## config.mk

```make
export PLATFORM = sky130hd
export DESIGN_NAME = lc_expansion_banker
export DESIGN_NICKNAME = d
export VERILOG_FILES = /design/src/rtl/lc_expansion_banker.sv
export SDC_FILE = /design/constraint.sdc
export NUM_CORES = 1
export LEC_CHECK = 0
export BUFFER_PORTS_ARGS = -buffer_cell sky130_fd_sc_hd__buf_2
export CAP_MARGIN = 20
export CORE_UTILIZATION = 39
export DETAILED_ROUTE_END_ITERATION = 7
export GPL_TIMING_DRIVEN = 0
export MAX_ROUTING_LAYER = met4
export PLACE_DENSITY = 0.81
export SYNTH_ARGS = -nofsm -noshare
export SYNTH_HDL_FRONTEND = slang
export SYNTH_SLANG_ARGS = --single-unit
```

## constraint.sdc

```tcl
create_clock -name mclk28 -period 1.6 [get_ports mclk28]
set_input_delay 0.08 -clock mclk28 [delete_from_list [all_inputs] [get_ports mclk28]]
set_output_delay 0.08 -clock mclk28 [all_outputs]
set_load 0.05 [all_outputs]
```

## src/rtl/lc_expansion_banker.sv

```systemverilog
// Language Card + Saturn 16K card + RAMWorks aux bank mapper: CPU/video address to flat SDRAM address.
// Soft-switch state updates one cycle after its bus_strobe edge; address outputs are combinational; no backpressure.
module lc_expansion_banker #(
    parameter int SAT_SLOT  = 5,
    parameter int SAT_BANKS = 8,
    parameter int AUX_BANKS = 16,
    parameter int RAM_AW    = 22
) (
    input  logic              mclk28,
    input  logic              reset_n,
    input  logic              bus_strobe,
    input  logic [15:0]       addr,
    input  logic [7:0]        din,
    input  logic              we,
    input  logic              PAGE2,
    input  logic              HIRES,
    input  logic              RAMRD,
    input  logic              RAMWRT,
    input  logic              STORE80,
    input  logic              ALTZP,
    input  logic [15:0]       video_addr,
    input  logic              video_aux,
    output logic [RAM_AW-1:0] ram_addr,
    output logic [RAM_AW-1:0] video_ram_addr,
    output logic              card_ram_rd,
    output logic              card_ram_we,
    output logic              bank1,
    output logic              sat_active
);

    localparam logic [11:0] SAT_PAGE = 12'hC08 + 12'(SAT_SLOT);
    localparam logic [2:0]  SB_MASK  = (SAT_BANKS > 0) ? 3'(SAT_BANKS - 1) : 3'd0;
    localparam logic [7:0]  AUX_MASK = 8'(AUX_BANKS - 1);

    logic       r_bank1, r_read_en, r_write_en, r_pre_wr;
    logic       r_bankb, r_sat_read_en, r_sat_write_en, r_sat_pre_wr;
    logic [2:0] r_sat_bank;
    logic [7:0] r_aux_bank;

    logic              w_lc_hit, w_sat_hit, w_aux_wr;
    logic              w_hi_area, w_fold, w_aux;
    logic [13:0]       w_card_off;
    logic [15:0]       w_cpu_off;
    logic [RAM_AW-1:0] w_aux_base;

    assign w_lc_hit  = bus_strobe && (addr[15:4] == 12'hC08);
    assign w_sat_hit = bus_strobe && (addr[15:4] == SAT_PAGE) && (SAT_BANKS != 0);
    assign w_aux_wr  = bus_strobe && we && (addr == 16'hC073);

    // Two consecutive odd reads arm writes; any even or write access disarms.
    always_ff @(posedge mclk28 or negedge reset_n) begin
        if (!reset_n) begin
            r_bank1    <= 1'b0;
            r_read_en  <= 1'b0;
            r_write_en <= 1'b1;
            r_pre_wr   <= 1'b0;
        end else if (w_lc_hit) begin
            r_bank1    <= addr[3];
            r_read_en  <= ~(addr[0] ^ addr[1]);
            r_pre_wr   <= addr[0] & ~we;
            r_write_en <= addr[0] & ~we & r_pre_wr;
        end
    end

    always_ff @(posedge mclk28 or negedge reset_n) begin
        if (!reset_n) begin
            r_bankb        <= 1'b0;
            r_sat_read_en  <= 1'b0;
            r_sat_write_en <= 1'b0;
            r_sat_pre_wr   <= 1'b0;
            r_sat_bank     <= 3'd0;
        end else if (w_sat_hit) begin
            if (!addr[2]) begin
                r_bankb        <= addr[3];
                r_sat_read_en  <= ~(addr[0] ^ addr[1]);
                r_sat_pre_wr   <= addr[0] & ~we;
                r_sat_write_en <= addr[0] & ~we & r_sat_pre_wr;
            end else begin
                r_sat_bank <= {addr[3], addr[1], addr[0]} & SB_MASK;
            end
        end
    end

    always_ff @(posedge mclk28 or negedge reset_n) begin
        if (!reset_n) begin
            r_aux_bank <= 8'd0;
        end else if (w_aux_wr) begin
            r_aux_bank <= din & AUX_MASK;
        end
    end

    assign sat_active  = (r_sat_read_en | r_sat_write_en) & (SAT_BANKS != 0);
    assign card_ram_rd = sat_active ? r_sat_read_en  : r_read_en;
    assign card_ram_we = sat_active ? r_sat_write_en : r_write_en;
    assign bank1       = r_bank1;

    assign w_hi_area  = (addr >= 16'hD000);
    assign w_fold     = sat_active ? r_bankb : r_bank1;
    // Bank-1 $Dxxx lives where $Cxxx would be, since the card never maps I/O space.
    assign w_card_off = {addr[13], addr[12] & ~((addr[15:12] == 4'hD) & w_fold), addr[11:0]};
    assign w_cpu_off  = w_hi_area ? {2'b11, w_card_off} : addr;
    assign w_aux_base = RAM_AW'(32'h10000) + (RAM_AW'(r_aux_bank) << 16);

    always_comb begin
        w_aux = we ? RAMWRT : RAMRD;
        if (addr < 16'h0200 || w_hi_area) begin
            w_aux = ALTZP;
        end else if (addr[15:10] == 6'b000001 && STORE80) begin
            w_aux = PAGE2;
        end else if (addr[15:13] == 3'b001 && STORE80 && HIRES) begin
            w_aux = PAGE2;
        end
    end

    always_comb begin
        ram_addr = RAM_AW'(w_cpu_off);
        if (w_hi_area && sat_active) begin
            ram_addr = RAM_AW'(32'h200000) + (RAM_AW'(r_sat_bank) << 14) + RAM_AW'(w_card_off);
        end else if (w_aux) begin
            ram_addr = w_aux_base + RAM_AW'(w_cpu_off);
        end
    end

    assign video_ram_addr = video_aux ? RAM_AW'(32'h10000) + RAM_AW'(video_addr) : RAM_AW'(video_addr);

endmodule

```

# --- After elaboration in Yosys (flattened, before gate mapping) ---
# Cells that the tools add are included.
classes:
  div: 0
  n_shift: 0
  n_mux: 11
  bitwise_logic: 11
  multipliers: 0
  n_lt_le_gt_ge: 2
  eq_ne: 6
  n_reduce_logical: 11
  addsub: 5
ops:
  columns: ["cell", "n"]
  rows:
  - ["$mux W22", 2]
  - ["$eq A12 B12 Y1 const B", 2]
  - ["$add A21 B16 Y22", 1]
  - ["$add A22 B14 Y22", 1]
  - ["$add A22 B17 Y22 const A", 1]
  - ["$add A17 B20 Y21 const A", 1]
  - ["$add A17 B16 Y18 const A", 1]
  - ["$mux W18", 1]
  - ["$eq A16 B16 Y1 const B", 1]
  - ["$ge A16 B16 Y1 const B", 1]
  - ["$lt A16 B10 Y1 const B", 1]
  - ["$mux W16", 1]
  - ["$logic_and A1 B1 Y1", 8]
  - ["$mux W1", 7]
  - ["$eq A6 B1 Y1 const B", 1]
  - ["$and A1 B1 Y1", 5]
  - ["$eq A4 B4 Y1 const B", 1]
  - ["$not A1 Y1", 4]
  - ["$reduce_and A2 Y1", 2]
  - ["$eq A3 B1 Y1 const B", 1]
  - ["$logic_or A1 B1 Y1", 1]
  - ["$or A1 B1 Y1", 1]
  - ["$xor A1 B1 Y1", 1]
word_totals:
  n_memories: 0
  ram_bits: 0
  latch_bits: 0
  regBits: 15
  word_cells: 56
  rom_bits: 0
  output_inout_bits: 48
  in_bits: 51

# --- Longest topological paths before layout ---
depth:
  ltp_word: 9
  ltp_mapped: 6
  depth_no_buf: 5

# --- Worst setup path after synthesis ---
# Ideal clock, no wire load.
synth_timing:
  kind: "register to output"
  startpoint: "register r_sat_write_en"
  endpoint: "output port ram_addr[16]"
  arrival_ps: 2212
  setup_slack_ps: -692
  path_stages_with_launch: 5
  path_buffers: 0
  t_required_ps: 1520
  path_cell_list: "dfrtp_1 nor2_1 or2_2 inv_1 o31ai_1"
synth_between:
  elab_chain_len: 9
  elab_cells_between_ends: 11
  classes_between: "2 x add/sub; 4 x mux; 4 x bitwise; 1 x reduce/logical"
synth_rtl:
  columns: ["item", "line", "text"]
  rows:
  - ["start: declaration", "36", "logic r_bankb, r_sat_read_en, r_sat_write_en, r_sat_pre_wr;"]
  - ["start signal: assignment", "77", "r_sat_write_en <= addr[0] & ~we & r_sat_pre_wr;"]
  - ["$or A1 B1 Y1 *", "92", "assign sat_active = (r_sat_read_en | r_sat_write_en) & (SAT_BANKS != 0);"]
  - ["$mux W1", "98", "assign w_fold = sat_active ? r_bankb : r_bank1;"]
  - ["$and A1 B1 Y1", "100", "assign w_card_off = {addr[13], addr[12] & ~((addr[15:12] == 4'hD) & w_fold), addr[11:0]};"]
  - ["$not A1 Y1", "100", null]
  - ["$and A1 B1 Y1", "100", null]
  - ["$mux W16", "101", "assign w_cpu_off = w_hi_area ? {2'b11, w_card_off} : addr;"]
  - ["$add A21 B16 Y22", "120", "ram_addr = w_aux_base + RAM_AW'(w_cpu_off);"]
  - ["$mux W22", "119", "end else if (w_aux) begin"]
  - ["$mux W22 *", "117", "if (w_hi_area && sat_active) begin"]
  - ["end: declaration", "23", "output logic [RAM_AW-1:0] ram_addr,"]
# Every way passes the cells marked *; elsewhere a longest branch is shown, timed or not.

# --- Final worst setup path ---
layout_timing:
  startpoint: "input port addr[15]"
  endpoint: "output port ram_addr[16]"
layout_between:
  elab_chain_len: 8
  elab_cells_between_ends: 21
  classes_between: "2 x add/sub; 2 x order compare; 3 x eq/ne; 6 x mux; 3 x bitwise; 5 x reduce/logical"
layout_rtl:
  columns: ["item", "line", "text"]
  rows:
  - ["start: declaration", "12", "input logic [15:0] addr,"]
  - ["parallel branches: the longest is 7 deep, another holds $add A21 B16 Y22", null, null]
  - ["$mux W22 *", "117", null]
# Every way passes the cells marked *.

==> results.yml <==
outcome:
  status: "finished, violations left"
  violations: "DRC"
worst_setup_path:
  path_depth: 7
  reg2reg_depth: 1
  endpoint: "ram_addr[16]"
  crit_fanout: 6
  ff2ff_setup_slack_ps: 780
  arrival_ps: 1500
  max_stage_delay_ps: 540
  regToRegStartpoint: "r_aux_bank[0]$_DFFE_PN0P_"
  cp_top_family: "simple AND/OR/NAND/NOR gates"
  crit_start: "addr[15]"
  cp_num_buf_inv: 2
  cp_slowest_cell: "or4_4"
  worst_setup_path_start_kind: "input pin"
  timing.rr.end: "r_aux_bank[0]$_DFFE_PN0P_"
  crit_chain: "buf_2, or4_4, o21ai_2, a22o_1, nor2_1, o31ai_4, buf_6"
  required_ps: 1520
  path_class: "input pin to primary output"
  endpoint_kind: "primary output"
synth:
  synth_area_leaders: "dfrtp_1, buf_4, nand2_1, mux2_4, o21ai_0"
  synth-edff-count: 0
  synth_ff_type: "dfrtp_1"
  syn_area_per_cell_um2: 8.82
  synth.distinct_cells: 36
  syn_inst: 136
  async_flop_share_pct: 100
  yosysSeqAreaShare_pct: 31.4
  ys_ff_latch: 15
  syn-cell-area_mm2: 0.00120
  yosys.area.top_type: "dfrtp_1"
  synth_top_area_share_pct: 29.2
  yosys_warnings: 0
final_layout:
  syn_to_final_growth_pct: 45.7
  diodes: 0
  layout_common_cells: "buf_2, buf_4, nand2_1"
  fill_cells: 265
  stdcell_count: 251
  final_area_mm2: 0.00175
  fin_nets: 275
  layout_commonest_cell: "buf_2"
  drive_gt1_share_pct: 60.9
timing:
  maxSlewViolCount: 0
  relSlewSlack_pct: 65.5
  max_freq_ghz: 0.635
  setup_slack_ps: 24.3
  skew_ps: 6.92
  tightest_slew_ps: 511
  period_minus_slack_ps: 1580
  setup_viol: 0
  grt_setup_unrepaired: "true"
  fin_crit_sh_pct: 98.5
  hold_viol: 0
clock_tree:
  cts-root-buf: "clkbuf_4"
  path_clk_slew_ps: 80
  clock_latency_ps: 290
  cts_tree: "done"
  clock-sinks: 15
  numCtsBuffers: 3
  cts_max_path_buffers: 2
  htree_levels: 1
detailed_routing:
  wl_per_cell_um: 10.2
  num_vias: 1138
  dr.pass1.iters: 8
  vias_per_cell: 4.53
  ant_nets: 0
  drtIter0Drc: 29
  drc: 7
  drt-total-wl_um: 2560
job:
  cap_violations: 0
die:
  fp.dieH_um: 57.5
  io_pins: 99
  core_region_area_mm2: 0.00283
  start_util_pct: 42.4
  rows: 19
  dieArea_mm2: 0.00330
  die_x_um: 57.5
global_route:
  overflow: 0
  grt_pass1_wl_um: 3990
  grt_usage_pct: 16.0
  antenna_found_initial: 0
  grt_pass1_vias: 990
  grt_max_degree: 16
worst_hold_path:
  hold_class: "input pin to flop"
power_and_ir_drop:
  p_leak_nw: 0.987
  cellPowerDensity_mw_per_mm2: 580
  ir_drop_mv: 0.557
  power_w: 0.00101
placed_design:
  place_area_mm2: 0.00163
  io_buffers: 72
  place_ws_ps: -111
  gp_congestion: 0.741
  dp.cells: 243
  hpwl_um: 2140
==> state kept, by name, indices dropped and copies added, names as in the netlist <==
register	flops
bank1	1
r_sat_pre_wr	1
r_pre_wr	1
r_aux_bank	4
r_read_en	1
r_sat_write_en	1
r_sat_bank	3
r_bankb	1
r_sat_read_en	1
r_write_en	1
==> area by class of cell <==
cell class | instances | area [um2] | share of cell area (%)
clock buffers | 4 | 26.3 | 1.50
well taps | 31 | 38.8 | 2.22
flip-flops and latches | 15 | 377 | 21.5
inverters | 8 | 30.0 | 1.72
repair buffers | 76 | 427 | 24.4
plain buffers | 36 | 274 | 15.7
multi-input cells | 81 | 576 | 32.9
==> per-stage QoR <==
step                hold slack, ps  TNS [ps]  util (%)
finish                        27.7         0      61.8
global route                  19.3     -86.4      61.8
CTS                           23.4     -86.2      60.5
detailed placement           -3.48      -913      57.5
global placement             -5.01      -829      57.5
floorplan                     -216      -736         -
==> where the power goes <==
group          internal [W]  total [W]  switching, W
Sequential         0.000379   0.000380   0.000000416
Clock             0.0000969   0.000216      0.000119
Combinational      0.000141   0.000418      0.000277
==> repair_timing <==
item / in CTS / in global routing
pin swaps: 3 / 4
endpoints found under the hold margin: 15 / 0
hold buffers: 1 / 0
endpoints found under the setup margin: 9 / 7
setup buffers: 2 / 1
gates resized for setup: 11 / 9
==> synth_stat cells (2+ instances only) <==
master and instances:
o21a_1 2, o21ai_0 10, buf_4 35, inv_1 8
nand3_1 2, nor2_1 11, mux2_2 4, dfrtp_1 14
ha_1 3, nand4_1 2, mux2_4 4, nand2_1 17
==> logic make-up after synthesis <==
kind of cell	Yosys count	synth area share [%]
buf+inv	44	25.3
simple gates	42	18.1
compound gates	20	10.6
flops	15	31.4
mux	9	9.59
fa+ha+maj	3	3.13
xor+xnor	2	1.46
other cells	1	0.313
==> how the worst min path moves through the flow <==
stage             from                        end  depth (start not counted)
6_report        din[3]  r_aux_bank[3]$_DFFE_PN0P_                          2
3_3_place_gp   reset_n       r_pre_wr$_DFFE_PN0P_                          1
3_5_place_dp   reset_n      r_read_en$_DFFE_PN0P_                          1
4_1_cts         din[0]  r_aux_bank[0]$_DFFE_PN0P_                          2
5_1_grt         din[3]  r_aux_bank[3]$_DFFE_PN0P_                          2
2_1_floorplan  reset_n          bank1$_DFFE_PN0P_                          0
==> metal layers <==
metal / wire (um) / vias to the layer above / GRT usage, % / part of all wire, %
met1: 983 / 493 / 16.3 / 38
met2: 1360 / 52 / 30.7 / 53
met5: 0 / - / - / 0
li1: - / 591 / - / -
met4: 12 / 0 / 2.09 / 0.47
met3: 211 / 2 / 4.31 / 8.2
No activity file was read; power rests on OpenSTA's default activity.
